===== src/rtl/tdc_pkg.sv =====
// -----------------------------------------------------------------------------
// tdc_pkg
// Shared definitions for the muon-lifetime TDC sequencer:
//   - tdc_state_t   : sequencer states (IDLE, RUN, HOLD)
//   - default widths and timing constants
//   - TDC_OVERFLOW(): all-ones result code for a given counter width
// -----------------------------------------------------------------------------
package tdc_pkg;

    localparam int DEF_CNT_WIDTH      = 16;
    localparam int DEF_STAT_WIDTH     = 16;
    localparam int DEF_TIMEOUT_CYCLES = 120;
    localparam int DEF_DEAD_CYCLES    = 16;

    // Widest interval counter TDC_OVERFLOW can describe.
    localparam int MAX_CNT_WIDTH = 32;

    typedef enum logic [1:0] {
        IDLE = 2'd0,
        RUN  = 2'd1,
        HOLD = 2'd2
    } tdc_state_t;

    // All-ones in the low 'width' bits: the result code reported on timeout.
    function automatic logic [MAX_CNT_WIDTH-1:0] TDC_OVERFLOW(input int width);
        logic [MAX_CNT_WIDTH-1:0] v;
        v = '0;
        for (int i = 0; i < MAX_CNT_WIDTH; i++) begin
            if (i < width) begin
                v[i] = 1'b1;
            end
        end
        return v;
    endfunction

endpackage


===== src/rtl/tdc_ctrl_if.sv =====
// -----------------------------------------------------------------------------
// tdc_ctrl_if
// Bundles the TDC sequencer's control inputs, result outputs and statistics.
//   master : the upstream/system side (drives enable, pulses, clear_stats)
//   slave  : the tdc_ctrl side (drives result, flags, statistics, dbg_state)
//
// Signal semantics: start_pulse and stop_pulse are single-cycle event strobes
// with no back-pressure; result_valid is a one-cycle strobe marking the cycle
// in which result/timeout take a new value, and result/timeout stay stable
// until the next strobe. There is no ready signal: the consumer must sample
// result whenever result_valid is high.
// -----------------------------------------------------------------------------
interface tdc_ctrl_if
    import tdc_pkg::*;
#(
    parameter int CNT_WIDTH  = DEF_CNT_WIDTH,
    parameter int STAT_WIDTH = DEF_STAT_WIDTH
) ();

    logic                  enable;
    logic                  start_pulse;
    logic                  stop_pulse;
    logic                  clear_stats;

    logic [CNT_WIDTH-1:0]  result;
    logic                  result_valid;
    logic                  timeout;
    logic                  busy;
    logic [STAT_WIDTH-1:0] n_starts;
    logic [STAT_WIDTH-1:0] n_stops;
    logic [STAT_WIDTH-1:0] n_timeouts;

    // Current sequencer state, for observation only.
    tdc_state_t            dbg_state;

    modport master (
        output enable, start_pulse, stop_pulse, clear_stats,
        input  result, result_valid, timeout, busy,
        input  n_starts, n_stops, n_timeouts, dbg_state
    );

    modport slave (
        input  enable, start_pulse, stop_pulse, clear_stats,
        output result, result_valid, timeout, busy,
        output n_starts, n_stops, n_timeouts, dbg_state
    );

endinterface


===== src/rtl/tdc_ctrl_sat_counter.sv =====
// -----------------------------------------------------------------------------
// sat_counter
// Saturating event counter used for the TDC statistics.
//   clk   : clock
//   rst   : synchronous active-high reset
//   inc   : count one event this cycle
//   clr   : synchronous clear; wins over a coincident inc
//   count : current value, sticks at all-ones instead of wrapping
// -----------------------------------------------------------------------------
module sat_counter #(
    parameter int WIDTH = 16
) (
    input  logic             clk,
    input  logic             rst,
    input  logic             inc,
    input  logic             clr,
    output logic [WIDTH-1:0] count
);

    always_ff @(posedge clk) begin
        if (rst || clr) begin
            count <= '0;
        end else if (inc && (count != '1)) begin
            count <= count + WIDTH'(1);
        end
    end

endmodule


===== src/rtl/tdc_ctrl.sv =====
// -----------------------------------------------------------------------------
// tdc_ctrl
// Sequencer for the muon-lifetime time-to-digital measurement. An accepted
// start_pulse arms the interval counter; a stop_pulse latches the interval,
// or after TIMEOUT_CYCLES an all-ones result with the timeout flag is issued.
// Every result is followed by DEAD_CYCLES of HOLD before re-arming.
//
// Ports:
//   clk  : system clock
//   rst  : synchronous active-high reset
//   bus  : tdc_ctrl_if.slave (enable, start/stop pulses, clear_stats in;
//          result, result_valid, timeout, busy, n_starts, n_stops,
//          n_timeouts, dbg_state out)
//
// Build option:
//   TDC_RETRIGGER_EN : when defined, a start_pulse during RUN restarts the
//                      measurement (count=1, n_starts+1, no result for the
//                      abandoned start). When undefined it is ignored.
// -----------------------------------------------------------------------------
module tdc_ctrl
    import tdc_pkg::*;
#(
    parameter int CNT_WIDTH      = DEF_CNT_WIDTH,
    parameter int TIMEOUT_CYCLES = DEF_TIMEOUT_CYCLES, // < 2**CNT_WIDTH-1
    parameter int DEAD_CYCLES    = DEF_DEAD_CYCLES,    // >= 1
    parameter int STAT_WIDTH     = DEF_STAT_WIDTH
) (
    input  logic       clk,
    input  logic       rst,
    tdc_ctrl_if.slave  bus
);

    localparam logic [CNT_WIDTH-1:0] OVERFLOW    = CNT_WIDTH'(TDC_OVERFLOW(CNT_WIDTH));
    localparam logic [CNT_WIDTH-1:0] TIMEOUT_VAL = CNT_WIDTH'(TIMEOUT_CYCLES);
    localparam int                   DEAD_W      = (DEAD_CYCLES > 1) ? $clog2(DEAD_CYCLES) : 1;
    localparam logic [DEAD_W-1:0]    DEAD_LAST   = DEAD_W'(DEAD_CYCLES - 1);

    tdc_state_t           state;
    logic [CNT_WIDTH-1:0] count;
    logic [DEAD_W-1:0]    dead_cnt;
    logic [CNT_WIDTH-1:0] result_q;
    logic                 result_valid_q;
    logic                 timeout_q;
    logic                 busy_q;

    // Per-cycle decisions, shared by the FSM and the statistics counters so
    // both always agree on what was accepted.
    logic start_acc;   // start accepted in IDLE
    logic restart;     // start accepted in RUN (retrigger build only)
    logic stop_acc;    // valid measurement completes
    logic to_acc;      // measurement times out

    always_comb begin
        start_acc = 1'b0;
        restart   = 1'b0;
        stop_acc  = 1'b0;
        to_acc    = 1'b0;
        // enable low overrides everything: nothing is accepted or counted.
        if (bus.enable) begin
            case (state)
                IDLE: begin
                    start_acc = bus.start_pulse;
                end
                RUN: begin
                    // A stop in the same cycle as count==TIMEOUT_VAL is still
                    // a valid measurement, so stop is checked first.
                    if (bus.stop_pulse) begin
                        stop_acc = 1'b1;
`ifdef TDC_RETRIGGER_EN
                    end else if (bus.start_pulse) begin
                        restart = 1'b1;
`endif
                    end else if (count == TIMEOUT_VAL) begin
                        to_acc = 1'b1;
                    end
                end
                default: begin
                end
            endcase
        end
    end

    always_ff @(posedge clk) begin
        if (rst) begin
            state          <= IDLE;
            count          <= '0;
            dead_cnt       <= '0;
            result_q       <= '0;
            result_valid_q <= 1'b0;
            timeout_q      <= 1'b0;
            busy_q         <= 1'b0;
        end else begin
            result_valid_q <= 1'b0;
            if (!bus.enable) begin
                // Abandon any measurement; result and timeout keep their values.
                state    <= IDLE;
                count    <= '0;
                dead_cnt <= '0;
                busy_q   <= 1'b0;
            end else begin
                case (state)
                    IDLE: begin
                        if (start_acc) begin
                            state  <= RUN;
                            count  <= CNT_WIDTH'(1);
                            busy_q <= 1'b1;
                        end
                    end
                    RUN: begin
                        if (stop_acc) begin
                            result_q       <= count;
                            timeout_q      <= 1'b0;
                            result_valid_q <= 1'b1;
                            state          <= HOLD;
                            dead_cnt       <= '0;
                        end else if (restart) begin
                            count <= CNT_WIDTH'(1);
                        end else if (to_acc) begin
                            result_q       <= OVERFLOW;
                            timeout_q      <= 1'b1;
                            result_valid_q <= 1'b1;
                            state          <= HOLD;
                            dead_cnt       <= '0;
                        end else begin
                            // Never passes TIMEOUT_VAL, so it cannot wrap.
                            count <= count + CNT_WIDTH'(1);
                        end
                    end
                    HOLD: begin
                        // dead_cnt runs 0..DEAD_LAST: exactly DEAD_CYCLES cycles in HOLD.
                        if (dead_cnt == DEAD_LAST) begin
                            state  <= IDLE;
                            count  <= '0;
                            busy_q <= 1'b0;
                        end else begin
                            dead_cnt <= dead_cnt + DEAD_W'(1);
                        end
                    end
                    default: begin
                        state  <= IDLE;
                        count  <= '0;
                        busy_q <= 1'b0;
                    end
                endcase
            end
        end
    end

    sat_counter #(.WIDTH(STAT_WIDTH)) u_starts (
        .clk   (clk),
        .rst   (rst),
        .inc   (start_acc | restart),
        .clr   (bus.clear_stats),
        .count (bus.n_starts)
    );

    sat_counter #(.WIDTH(STAT_WIDTH)) u_stops (
        .clk   (clk),
        .rst   (rst),
        .inc   (stop_acc),
        .clr   (bus.clear_stats),
        .count (bus.n_stops)
    );

    sat_counter #(.WIDTH(STAT_WIDTH)) u_timeouts (
        .clk   (clk),
        .rst   (rst),
        .inc   (to_acc),
        .clr   (bus.clear_stats),
        .count (bus.n_timeouts)
    );

    assign bus.result       = result_q;
    assign bus.result_valid = result_valid_q;
    assign bus.timeout      = timeout_q;
    assign bus.busy         = busy_q;
    assign bus.dbg_state    = state;

endmodule


===== src/flat_wrapper.sv =====
// flat-port wrapper written by rule: the top's interface ports become plain ports
module tdc_ctrl_flat import tdc_pkg::*;
#(
    parameter int CNT_WIDTH      = DEF_CNT_WIDTH,
    parameter int TIMEOUT_CYCLES = DEF_TIMEOUT_CYCLES,                    
    parameter int DEAD_CYCLES    = DEF_DEAD_CYCLES,           
    parameter int STAT_WIDTH     = DEF_STAT_WIDTH
)
  (clk, rst, bus_enable, bus_start_pulse, bus_stop_pulse, bus_clear_stats, bus_result, bus_result_valid, bus_timeout, bus_busy, bus_n_starts, bus_n_stops, bus_n_timeouts, bus_dbg_state);
  tdc_ctrl_if #(.CNT_WIDTH(CNT_WIDTH), .STAT_WIDTH(STAT_WIDTH)) bus_i ();
  input  logic clk;
  input  logic rst;
  input wire logic [$bits(bus_i.enable)-1:0] bus_enable;
  input wire logic [$bits(bus_i.start_pulse)-1:0] bus_start_pulse;
  input wire logic [$bits(bus_i.stop_pulse)-1:0] bus_stop_pulse;
  input wire logic [$bits(bus_i.clear_stats)-1:0] bus_clear_stats;
  output wire logic [$bits(bus_i.result)-1:0] bus_result;
  output wire logic [$bits(bus_i.result_valid)-1:0] bus_result_valid;
  output wire logic [$bits(bus_i.timeout)-1:0] bus_timeout;
  output wire logic [$bits(bus_i.busy)-1:0] bus_busy;
  output wire logic [$bits(bus_i.n_starts)-1:0] bus_n_starts;
  output wire logic [$bits(bus_i.n_stops)-1:0] bus_n_stops;
  output wire logic [$bits(bus_i.n_timeouts)-1:0] bus_n_timeouts;
  output wire logic [$bits(bus_i.dbg_state)-1:0] bus_dbg_state;
  assign bus_i.enable = bus_enable;
  assign bus_i.start_pulse = bus_start_pulse;
  assign bus_i.stop_pulse = bus_stop_pulse;
  assign bus_i.clear_stats = bus_clear_stats;
  assign bus_result = bus_i.result;
  assign bus_result_valid = bus_i.result_valid;
  assign bus_timeout = bus_i.timeout;
  assign bus_busy = bus_i.busy;
  assign bus_n_starts = bus_i.n_starts;
  assign bus_n_stops = bus_i.n_stops;
  assign bus_n_timeouts = bus_i.n_timeouts;
  assign bus_dbg_state = bus_i.dbg_state;
  tdc_ctrl #(.CNT_WIDTH(CNT_WIDTH), .TIMEOUT_CYCLES(TIMEOUT_CYCLES), .DEAD_CYCLES(DEAD_CYCLES), .STAT_WIDTH(STAT_WIDTH)) u_core (.clk(clk), .rst(rst), .bus(bus_i));
endmodule

===== config.mk =====
export PLATFORM = sky130hd
export DESIGN_NAME = tdc_ctrl_flat
export DESIGN_NICKNAME = d
export VERILOG_FILES = /design/src/rtl/tdc_pkg.sv /design/src/rtl/tdc_ctrl_if.sv /design/src/rtl/tdc_ctrl_sat_counter.sv /design/src/rtl/tdc_ctrl.sv /design/src/flat_wrapper.sv
export SDC_FILE = /design/constraint.sdc
export NUM_CORES = 1
export LEC_CHECK = 0
export CORE_UTILIZATION = 50
export CTS_CLUSTER_DIAMETER = 200
export CTS_CLUSTER_SIZE = 16
export DETAILED_ROUTE_END_ITERATION = 6
export PLACE_DENSITY = 0.76
export RECOVER_POWER = 25
export SLEW_MARGIN = 15
export SYNTH_ARGS = -nofsm -noshare
export SYNTH_HDL_FRONTEND = slang
export SYNTH_HIERARCHICAL = 1
export SYNTH_SLANG_ARGS = --single-unit

===== constraint.sdc =====
create_clock -name clk -period 6.3 [get_ports clk]
set_clock_uncertainty 0.1 [all_clocks]
set_input_delay 1.26 -clock clk [delete_from_list [all_inputs] [get_ports clk]]
set_output_delay 1.26 -clock clk [all_outputs]
set_load 0.02 [all_outputs]

==> impl_metrics.tcl <==
set metrics [dict create \
    period_share_pct 58.2 \
    final.setup.tns_ns 0 \
    num_vias 4283 \
    ys_seq_area_share_pct 40.8 \
    antenna_left 0 \
    track_usage_pct 24.9 \
    pin_count 75 \
    yosysWarnings 6 \
    coreArea_um2 8340 \
    synth-edff-count 0 \
    path_clk_slew_ns 0.08 \
    end_kind "flip-flop" \
    hold_viol_final 0 \
    htreeDepth 3 \
    grt_max_degree 28 \
    dpl.hpwl_mm 7.63 \
    slew_violations 0 \
    synth-seq-cells 89 \
    via_per_inst 6.30 \
    synthCells 501 \
    rsz0062_at_grt "false" \
    cts.repair.resized 0 \
    status "complete, no violations" \
    cp-start-kind "input port" \
    worstSkewPairLatency_ns 0.36 \
    die_area_um2 9110 \
    syn_area_um2 4370 \
    fillCellCount 714 \
    hold_depth 2 \
    worst_pin_slew_ns 1.07 \
    grt_pass1_vias 3760 \
    cts_tree "yes" \
    relSlewSlack_pct 28.6 \
    port_buffers 74 \
    diodes 0 \
    drtIter0Drc 180 \
    cts_sinks 89 \
    dr.pass1.iters 5 \
    async_reset_ff_share_pct 0 \
    whs_ns 0.394 \
    drv_cap 0 \
    peakVddDrop_v 0.000120 \
    cts_setup_buffers 0 \
    clockBufferDepth 2 \
    crit_arrival_ns 3.85 \
    nets 582 \
    p_leak_nw 1.98 \
    grt_overflow_total 0 \
    setup_viol 0 \
    cts_hold_buf 0 \
    grt_antenna_before_repair 0 \
    wl_per_cell_um 16.3 \
    area_delta_synth_final_pct 23.7 \
    rr_worst_depth 7 \
    critPathRequiredTime_ns 6.49 \
    dieWidth_um 95.4 \
    drive_gt1_share_pct 7.48 \
    clockRootBuffer "clkbuf_8" \
    hp-class "reg -> reg" \
    fin_crit_ns 3.67 \
    place_congestion 0.857 \
    die_h_um 95.4 \
    synth_flop_cell "dfxtp_1" \
    max_freq_mhz 273 \
    start_util_pct 52.3 \
    cp_max_fo 14 \
    avgSynthCellArea_um2 8.71 \
    worstSetupPathType "in -> reg" \
    power_w 0.00106 \
    drc 0 \
    rows 33 \
    numCtsBuffers 9 \
    synth_cell_types 54 \
    wl_mm 11.1 \
    power_density_nw_per_um2 196 \
    synth_fp_nets 513 \
    grt_pass1_wl_mm 18.0 \
]
[logic make-up after synthesis]
logic type	synth area share [%]
XOR/XNOR	2.61
buffers and inverters	2.52
flip-flops	40.8
AO/OA/AOI/OAI	19.7
adder cells (fa/ha/maj)	1.72
AND/OR/NAND/NOR	32.6
[synthesized netlist by cell type, drive strengths merged (12+ instances only)]
cell type	instances	area, µm²
clkbuf	13	52.6
or3	19	119
o31ai	12	90.1
a41o	12	120
nor3	21	105
and4	13	114
a21oi	39	199
nand3	20	105
o21ai	20	100
nand2	34	128
nand4	28	239
nor2	58	218
or4	19	154
dfxtp	89	1780
[layout make-up]
cell class | count | area, µm² | area share [%]
multi-input combinational | 385 | 2470 | 45.8
tap | 105 | 131 | 2.43
clock buffer | 10 | 138 | 2.55
inverter | 9 | 33.8 | 0.626
clock inverter | 6 | 90.1 | 1.67
sequential | 89 | 1780 | 33.0
timing repair buffer | 76 | 752 | 13.9
[stage by stage]
stage               std cells  instance area (µm²)  worst slack, ns  utilization [%]
finish                    680                 5400             2.63             64.7
global route              680                 5400             2.42             64.7
CTS                       680                 5400             2.79             64.8
detailed placement        664                 5180             2.43             62.1
global placement          664                 5180             2.54             62.1
floorplan                 501                 4370             3.31                -
[critical path, cell delays in order]
cell and delay (ns):
dlygate4sd3_1 0.63, nand3_2 0.23, inv_1 0.29, a211oi_4 0.33, o2111ai_2 0.35, or4_1 0.59
a21oi_1 0.15
[registers in the layout, indices dropped and copies added, names as in the netlist]
register,cells
u_core/bus.dbg_state,2
u_core/count,16
u_core/u_stops/count,16
u_core/bus.result_valid,1
u_core/bus.busy,1
u_core/dead_cnt,4
u_core/bus.timeout,1
u_core/u_timeouts/count,16
u_core/u_starts/count,16
u_core/bus.result,16
[final timing paths]
| check | slack, ns | from | to |
|---|---|---|---|
| max | 2.63 | bus_enable | u_core/count[15]$_SDFFE_PP0P_ |
| min | 0.39 | u_core/bus.timeout$_SDFFE_PP0P_ | u_core/bus.timeout$_SDFFE_PP0P_ |
| max reg2reg | 3.50 | u_core/bus.dbg_state[0]$_SDFFE_PP0P_ | u_core/u_stops/count[10]$_SDFFE_PP0P_ |
| min reg2reg | 0.39 | u_core/bus.timeout$_SDFFE_PP0P_ | u_core/bus.timeout$_SDFFE_PP0P_ |
[per-layer routing]
layer | vias to the layer above | wire (µm) | GRT usage [%]
li1 | 2065 | - | -
met1 | 2078 | 4970 | 32.7
met2 | 126 | 5380 | 40.8
met3 | 14 | 553 | 3.59
met4 | 0 | 163 | 10.4
met5 | - | 0 | 0
[power by group]
part	switching, W	internal (W)	total (W)
logic	0.0000318	0.0000166	0.0000483
clock network	0.000208	0.000236	0.000444
registers	0.00000320	0.000566	0.000569
total	0.000243	0.000818	0.00106
[placed cells by master (no fill, tap or decap), types with 4 or more instances in the layout]
cell	synthesis	routed
and4_1	13	13
a211oi_1	8	8
o211ai_1	7	7
clkdlybuf4s50_1	0	40
nand2_1	34	34
nor2_1	58	58
a31oi_1	9	9
nand3_1	19	19
xor2_1	9	9
clkbuf_8	0	10
a41o_1	12	12
xnor2_1	4	4
and2_1	8	7
o21ai_0	20	20
o31ai_1	12	12
dlygate4sd3_1	0	34
or4_1	16	16
or3_1	19	19
ha_1	6	6
dfxtp_1	89	89
nor3_1	21	21
a21oi_1	38	38
inv_1	8	9
nand4_1	22	22
Power figures use the tool's default switching activity.
